$ cat config.mk
export PLATFORM = sky130hd
export DESIGN_NAME = riscv_regfile_mp
export DESIGN_NICKNAME = d
export VERILOG_FILES = /design/src/rtl/riscv_regfile_pkg.sv /design/src/rtl/riscv_rf_scoreboard.sv /design/src/rtl/riscv_regfile_mp.sv
export SDC_FILE = /design/constraint.sdc
export NUM_CORES = 1
export LEC_CHECK = 0
export CORE_MARGIN = 4
export CORE_UTILIZATION = 55
export DETAILED_ROUTE_END_ITERATION = 6
export PLACE_DENSITY_LB_ADDON = 0.3
export SLEW_MARGIN = 20
export SYNTH_ARGS = -nofsm -noshare
export SYNTH_HDL_FRONTEND = slang
export SYNTH_SLANG_ARGS = --single-unit
$ cat constraint.sdc
create_clock -name clk -period 6.5 [get_ports clk]
set_input_delay 0.975 -clock clk [delete_from_list [all_inputs] [get_ports clk]]
set_output_delay 0.975 -clock clk [all_outputs]
set_load 0.005 [all_outputs]
$ cat src/rtl/riscv_regfile_pkg.sv
// Shared types and defaults for the multi-port integer register file.
// Build option: RISCV_REGFILE_BYPASS_EN enables same-cycle write forwarding.
package riscv_regfile_pkg;

  typedef enum logic {
    RF_CLEAR,
    RF_READY
  } rf_state_t;

  localparam int XLEN_D = 32;
  localparam int NREG_D = 32;
  localparam int AW_D   = $clog2(NREG_D);

  function automatic int aw_of(input int n);
    return $clog2(n);
  endfunction

endpackage

$ cat src/rtl/riscv_rf_scoreboard.sv
// Per-register pending bits: set at issue, cleared at writeback.
// A same-cycle set and clear of one register leaves it pending.
module riscv_rf_scoreboard
  import riscv_regfile_pkg::*;
#(
  parameter int NREG = NREG_D,
  parameter int NRP  = 2,
  parameter int NWP  = 1,
  parameter int AW   = aw_of(NREG)
) (
  input  logic              clk,
  input  logic              rst,
  input  logic [NWP-1:0]    clr_en,
  input  logic [NWP*AW-1:0] clr_addr,
  input  logic              set_en,
  input  logic [AW-1:0]     set_addr,
  input  logic [NRP*AW-1:0] ra,
  output logic [NRP-1:0]    pend
);

  logic [NREG-1:0] bits;
  logic [NREG-1:0] nxt;

  always_comb begin
    nxt = bits;
    for (int k = 0; k < NWP; k++) begin
      if (clr_en[k]) nxt[clr_addr[k*AW +: AW]] = 1'b0;
    end
    // the new producer supersedes any write landing this cycle
    if (set_en) nxt[set_addr] = 1'b1;
    nxt[0] = 1'b0;
  end

  always_ff @(posedge clk) begin
    if (rst) bits <= '0;
    else     bits <= nxt;
  end

  for (genvar j = 0; j < NRP; j++) begin : g_rp
    assign pend[j] = bits[ra[j*AW +: AW]];
  end

endmodule

$ cat src/rtl/riscv_regfile_mp.sv
// Multi-port register file with reset-driven clear walk and scoreboard.
// Build option: RISCV_REGFILE_BYPASS_EN forwards write data to reads.
module riscv_regfile_mp
  import riscv_regfile_pkg::*;
#(
  parameter int XLEN = XLEN_D,
  parameter int NREG = NREG_D,
  parameter int NRP  = 2,
  parameter int NWP  = 1,
  localparam int AW  = aw_of(NREG)
) (
  input  logic                clk,
  input  logic                rst,
  input  logic [NWP-1:0]      we,
  input  logic [NWP*AW-1:0]   wa,
  input  logic [NWP*XLEN-1:0] wd,
  input  logic [NRP*AW-1:0]   ra,
  output logic [NRP*XLEN-1:0] rd,
  output logic [NRP-1:0]      rd_pend,
  input  logic                iss_valid,
  input  logic [AW-1:0]       iss_addr,
  output logic                ready
);

  rf_state_t       state;
  logic [AW-1:0]   ptr;
  logic            live;
  logic [NWP-1:0]  wr_en;
  logic [NRP-1:0]  pend_raw;
  logic [XLEN-1:0] rf [NREG];

  assign ready = (state == RF_READY);
  assign live  = ready && !rst;

  for (genvar k = 0; k < NWP; k++) begin : g_wp
    assign wr_en[k] = live && we[k] && (wa[k*AW +: AW] != '0);
  end

  always_ff @(posedge clk) begin
    if (rst) begin
      state <= RF_CLEAR;
      ptr   <= AW'(1);
    end else if (state == RF_CLEAR) begin
      if (ptr == AW'(NREG - 1)) state <= RF_READY;
      else                      ptr   <= ptr + 1'b1;
    end
  end

  // later ports overwrite earlier ones on an address clash
  always_ff @(posedge clk) begin
    if (!rst && state == RF_CLEAR) begin
      rf[ptr] <= '0;
    end else begin
      for (int k = 0; k < NWP; k++) begin
        if (wr_en[k]) rf[wa[k*AW +: AW]] <= wd[k*XLEN +: XLEN];
      end
    end
  end

  riscv_rf_scoreboard #(
    .NREG(NREG),
    .NRP (NRP),
    .NWP (NWP),
    .AW  (AW)
  ) u_sb (
    .clk     (clk),
    .rst     (rst),
    .clr_en  (wr_en),
    .clr_addr(wa),
    .set_en  (live && iss_valid),
    .set_addr(iss_addr),
    .ra      (ra),
    .pend    (pend_raw)
  );

  always_comb begin
    rd      = '0;
    rd_pend = '0;
    for (int j = 0; j < NRP; j++) begin
      if (ready && ra[j*AW +: AW] != '0) begin
        rd[j*XLEN +: XLEN] = rf[ra[j*AW +: AW]];
        rd_pend[j]         = pend_raw[j];
      end
`ifdef RISCV_REGFILE_BYPASS_EN
      for (int k = 0; k < NWP; k++) begin
        if (wr_en[k] && wa[k*AW +: AW] == ra[j*AW +: AW]) begin
          rd[j*XLEN +: XLEN] = wd[k*XLEN +: XLEN];
          rd_pend[j] = iss_valid && (iss_addr == ra[j*AW +: AW]);
        end
      end
`endif
    end
  end

endmodule

# Word-level counts from Yosys, hierarchy flattened
# Memory sizes are Yosys's and may differ from the RTL's.
# Index checks and enable logic that the tools add are counted.
classes:
  addsub: 1
  eq_ne: 1
  mux: 24
  n_bitwise: 5
  n_reduce_logical: 15
  n_lt_le_gt_ge: 6
ops:
  columns: ["op", "n"]
  rows:
  - ["32-bit 2-to-1 mux", 5]
  - ["32-bit bitwise AND", 1]
  - ["32-bit inverter", 1]
  - ["32-bit OR", 1]
  - ["32-bit OR reduction", 1]
  - ["5-bit by 6-bit less-than comparator with 1-bit output (second input constant)", 4]
  - ["5-bit nonzero test", 3]
  - ["1-bit 2-to-1 mux", 14]
  - ["1-bit binary-select mux with 5-bit select", 2]
  - ["1-bit demux with 5-bit select", 2]
  - ["5-bit by 1-bit >= comparator with 1-bit output (second input constant)", 2]
  - ["1-bit logical AND", 9]
  - ["5-bit by 1-bit adder with 5-bit output (second input constant)", 1]
  - ["5-bit equality test (second input constant)", 1]
  - ["5-bit 2-to-1 mux", 1]
  - ["1-bit inverter", 2]
  - ["2-bit AND reduction", 1]
  - ["1-bit zero test", 1]
word_totals:
  mem_count: 1
  ramBits: 1024
  ff_bits: 38
  out_inout_bits: 67
  word_cells: 57
  inputBits: 56
memory_table:
  columns: ["memory", "words", "width", "read_ports", "rd_ports_with_merged_regs", "write_ports", "line", "rtl"]
  rows:
  - ["rf", 32, 32, 2, 0, 1, "riscv_regfile_mp.sv:30", "logic [XLEN-1:0] rf [NREG];"]

# Logic depth before layout (Yosys ltp)
logic_depth:
  word_depth: 9
  ltp_mapped: 8
  mapped_depth_nobuf: 7

# Modules after synthesis
# Synthesis repeated with hierarchy kept, for this count alone.
unflattened:
  cells_unflattened: 3130
  hier_area_um2: 49879.1
modules_own_cells:
  columns: ["mod", "seq_area_each_um2", "cells_each", "instances", "area_each_um2"]
  rows:
  - ["riscv_regfile_mp", 30869.6, 2901, 1, 48057.3]
  - ["riscv_rf_scoreboard", 620.6, 229, 1, 1821.7]

# Worst setup path before layout
# No wires, ideal clock.
synth_path:
  path_type: "input to register"
  from: "input port wa[0]"
  to: "memory rf[17][0] in the netlist's numbering, enable pin"
  stages: 6
  setup_ns: 0.461
  slack_ns: 1.375
  t_required_ns: 6.039
  arrival_time_ns: 4.664
  path_buffers: 2
  cell_sequence: "buf_6 > or4_4 > o211a_1 > buf_6 > o41a_1 > nor3_1"
synth_via:
  elab_chain_cells: 7
  word_cells_on_any_way: 8
  cone_classes: "mux: 5; reduce/logical: 3"
synth_rtl:
  columns: ["item", "line", "rtl"]
  rows:
  - ["from (decl)", "riscv_regfile_mp.sv:15", "input logic [NWP*AW-1:0] wa,"]
  - ["5-bit nonzero test", "riscv_regfile_mp.sv:36", "assign wr_en[k] = live && we[k] && (wa[k*AW +: AW] != '0);"]
  - ["1-bit logical AND", "riscv_regfile_mp.sv:36", null]
  - ["1-bit 2-to-1 mux", "riscv_regfile_mp.sv:55", "if (wr_en[k]) rf[wa[k*AW +: AW]] <= wd[k*XLEN +: XLEN];"]
  - ["1-bit 2-to-1 mux", "riscv_regfile_mp.sv:51", "if (!rst && state == RF_CLEAR) begin"]
  - ["1-bit 2-to-1 mux (not written as such)", "riscv_regfile_mp.sv:55", null]
  - ["32-bit OR reduction (no source line)", null, null]
  - ["5-bit 2-to-1 mux (no source line) / 1-bit 2-to-1 mux (equally long branches)", null, null]
  - ["to (decl)", "riscv_regfile_mp.sv:30", null]
# Several ways; a longest one is shown, not always the timed one.

# Worst setup path after layout
layout_path:
  from: "input port ra[6]"
  to: "output port rd[39]"
layout_via:
  elab_chain_cells: 3
  word_cells_on_any_way: 4
  cone_classes: "mux: 1; reduce/logical: 2; memory: 1"
layout_rtl:
  columns: ["item", "line", "rtl"]
  rows:
  - ["from (decl)", "riscv_regfile_mp.sv:17", "input logic [NRP*AW-1:0] ra,"]
  - ["parallel branches: the longest is 2 deep, another holds memory 32 x 32 bit", null, null]
  - ["32-bit 2-to-1 mux (*)", "riscv_regfile_mp.sv:80", "if (ready && ra[j*AW +: AW] != '0) begin"]
  - ["to (decl)", "riscv_regfile_mp.sv:18", "output logic [NRP*XLEN-1:0] rd,"]
# Every way passes the cells marked *.

==> flow_metrics.tcl <==
set metrics [dict create \
    finalWorstSetupSlack_ns 1.41 \
    synth_edf_count 1024 \
    peakVddDrop_v 0.000234 \
    status "completed" \
    p_per_area_mw_per_mm2 262 \
    holdBufCountCts 0 \
    period_needed_ns 5.09 \
    drive_above_1_share 0.304 \
    synth_area_leader_cell "edfxtp_1" \
    grt_overflow 0 \
    grt_max_degree 120 \
    netlist_area_mm2 0.0497 \
    yosys.cell_count.top_type "edfxtp_1" \
    synthCells 2457 \
    tightest_slew_ns 1.18 \
    drc_errors 0 \
    netlist_top_cells_count "edfxtp_1 (1024), mux4_2 (526), mux2i_1 (269)" \
    worst-path-max-fanout 56 \
    clock_sinks 1061 \
    pre_cts_ws_ns 1.44 \
    rsz0062_at_grt "no" \
    start_kind "primary input" \
    finClkSkew_ns 0.0238 \
    insertion_delay_ns 0.69 \
    ant_nets 0 \
    post_dp_cell_area_mm2 0.0525 \
    synthTopCellsByArea "edfxtp_1 (62%), mux4_2 (24%), mux2i_1 (5.4%), dfxtp_1 (1.5%), o221ai_1 (1.1%)" \
    io_buffers 122 \
    cts_setup_buffers 0 \
    layout.nets 2625 \
    syn-num-nets 2515 \
    grt_pass1_wl_mm 203 \
    synth_seq_cells 1061 \
    hold-worst-slack_ns 0.511 \
    r2r_slack_ns 2.47 \
    core_mm2 0.0891 \
    die_area_mm2 0.0952 \
    finalWirelength_mm 141 \
    drv_slew 0 \
    instances_no_fill 3826 \
    async_flop_share 0 \
    hold_path_class "reg2reg" \
    power_mw 14.7 \
    seq_area_frac_synth 0.634 \
    min-delay-start "u_sb.bits[5]$_SDFF_PP0_" \
    num_rows 109 \
    place.gp.congestion 0.826 \
    r2r_end "rf[26][21]$_DFFE_PP_" \
    die_y_um 309 \
    setup.worst_path.end_class "output pin" \
    finalHoldViolations 0 \
    dp.cells 3615 \
    min_period_over_period 0.783 \
    worstSetupPathType "in2out" \
    final_area_mm2 0.0562 \
    r2r-start "ready$_SDFF_PP0_" \
    cts_tree "built" \
    arrival_ns 4.12 \
    die_x_um 309 \
    areaGrowthSynthToFinish_pct 13.0 \
    via_count 28263 \
    min_to "u_sb.bits[5]$_SDFF_PP0_" \
    ios 123 \
    dr.first_iter.drc_count 4147 \
    yosys_warnings 0 \
    cts-root-buf "clkbuf_16" \
    synth_flop_cell "edfxtp_1" \
    grt_pass1_vias 28949 \
    h-tree-depth 3 \
    cts_inserted_buffers 111 \
    cts_buffer_depth 3 \
    firstDrtPassIters 6 \
    grt_use_total 0.298 \
    cap_viol_max_count 0 \
    hold_depth 2 \
    power.leakage_nw 16.7 \
    cp.required_ns 5.52 \
    synth.distinct_cells 54 \
    fmax_ghz 0.196 \
    avgSynthCellArea_um2 20.2 \
    antenna_found_initial 5 \
    synthDominantCellAreaShare 0.619 \
    r2r_cells 6 \
    start_util 0.558 \
    setup_violations 0 \
    fin_setup_tns_ns 0 \
    routedWlPerCell_um 36.8 \
    final_core_util 0.631 \
    routed_via_density 7.39 \
    slew_headroom 0.213 \
    clkSlewWorstSetupHoldPaths_ns 0.06 \
    cts_resized 0 \
    dpl.hpwl_mm 75.4 \
]
-- worst max-delay path by stage --
| stage | start | depth (start not counted) | slack, ns | endpoint |
|---|---|---|---|---|
| CTS | ra[9] | 6 | 1.43 | rd[39] |
| finish | ra[6] | 7 | 1.41 | rd[39] |
| global route | ra[5] | 7 | 1.34 | rd[32] |
| detailed placement | ra[6] | 7 | 1.44 | rd[39] |
| floorplan | wa[0] | 6 | 1.38 | rf[17][0]$_DFFE_PP_ |
| global placement | ra[9] | 6 | 1.45 | rd[39] |
-- area by class of cell --
type,instances,area [um^2]
Tap cell,1165,1460
Sequential cell,1061,31500
Clock buffer,142,2980
Timing Repair Buffer,196,2040
Inverter,7,26.3
Antenna cell,3,7.51
Clock inverter,62,642
Multi-Input combinational cell,1190,17500
Fill cell,5857,32900
-- power breakdown --
group / total [mW] / switching (mW) / leakage [nW] / internal [mW]
sequential: 7.50 / 0.0335 / 8.51 / 7.46
clock: 6.36 / 2.63 / 1.75 / 3.74
combinational: 0.867 / 0.470 / 6.40 / 0.397
-- state kept, by name (all words and copies together) (netlist names) --
| name | flops |
|---|---|
| rf | 1024 |
| ready | 1 |
| ptr | 5 |
| u_sb.bits | 31 |
-- cells by family after synthesis --
logic type | synth area share
xor+xnor | 0.000529
simple gates | 0.0213
flops | 0.634
mux | 0.293
fa+ha+maj | 0.000503
compound gates | 0.0331
buf+inv | 0.0180
-- critical path, stage by stage --
cell and delay [ns]:
buf_8 0.44, nor3_1 0.12, or4b_2 1.14, buf_4 0.41, o22a_1 0.24, o221ai_1 0.13
clkdlybuf4s50_1 0.60
-- routing by layer --
metal	wire length, um	global-route usage	up-vias	share of wire
met3	14700	0.0618	369	0.10
met2	70700	0.499	1966	0.50
li1	-	-	10974	-
met4	6320	0.115	2	0.045
met1	49100	0.392	14952	0.35
met5	7	0	-	0.000050
-- cells in the final DEF, fill, tap and decap left out, types with 10 or more instances in the layout --
master / netlist / routed
a21oi_1: 11 / 11
and2_1: 34 / 27
buf_12: 0 / 16
buf_4: 1 / 53
buf_8: 0 / 10
bufinv_16: 0 / 13
clkbuf_1: 90 / 27
clkbuf_16: 0 / 115
clkdlybuf4s50_1: 0 / 116
clkinv_1: 0 / 23
clkinv_2: 0 / 15
dfxtp_1: 37 / 37
edfxtp_1: 1024 / 1024
mux2i_1: 269 / 269
mux4_2: 526 / 526
nand2_1: 21 / 21
nor2_1: 14 / 12
nor2b_1: 25 / 23
nor3_2: 10 / 18
nor3_4: 0 / 10
o21ai_0: 47 / 47
o221ai_1: 65 / 65
o22a_1: 65 / 65
(Power assumes the default switching activity.)
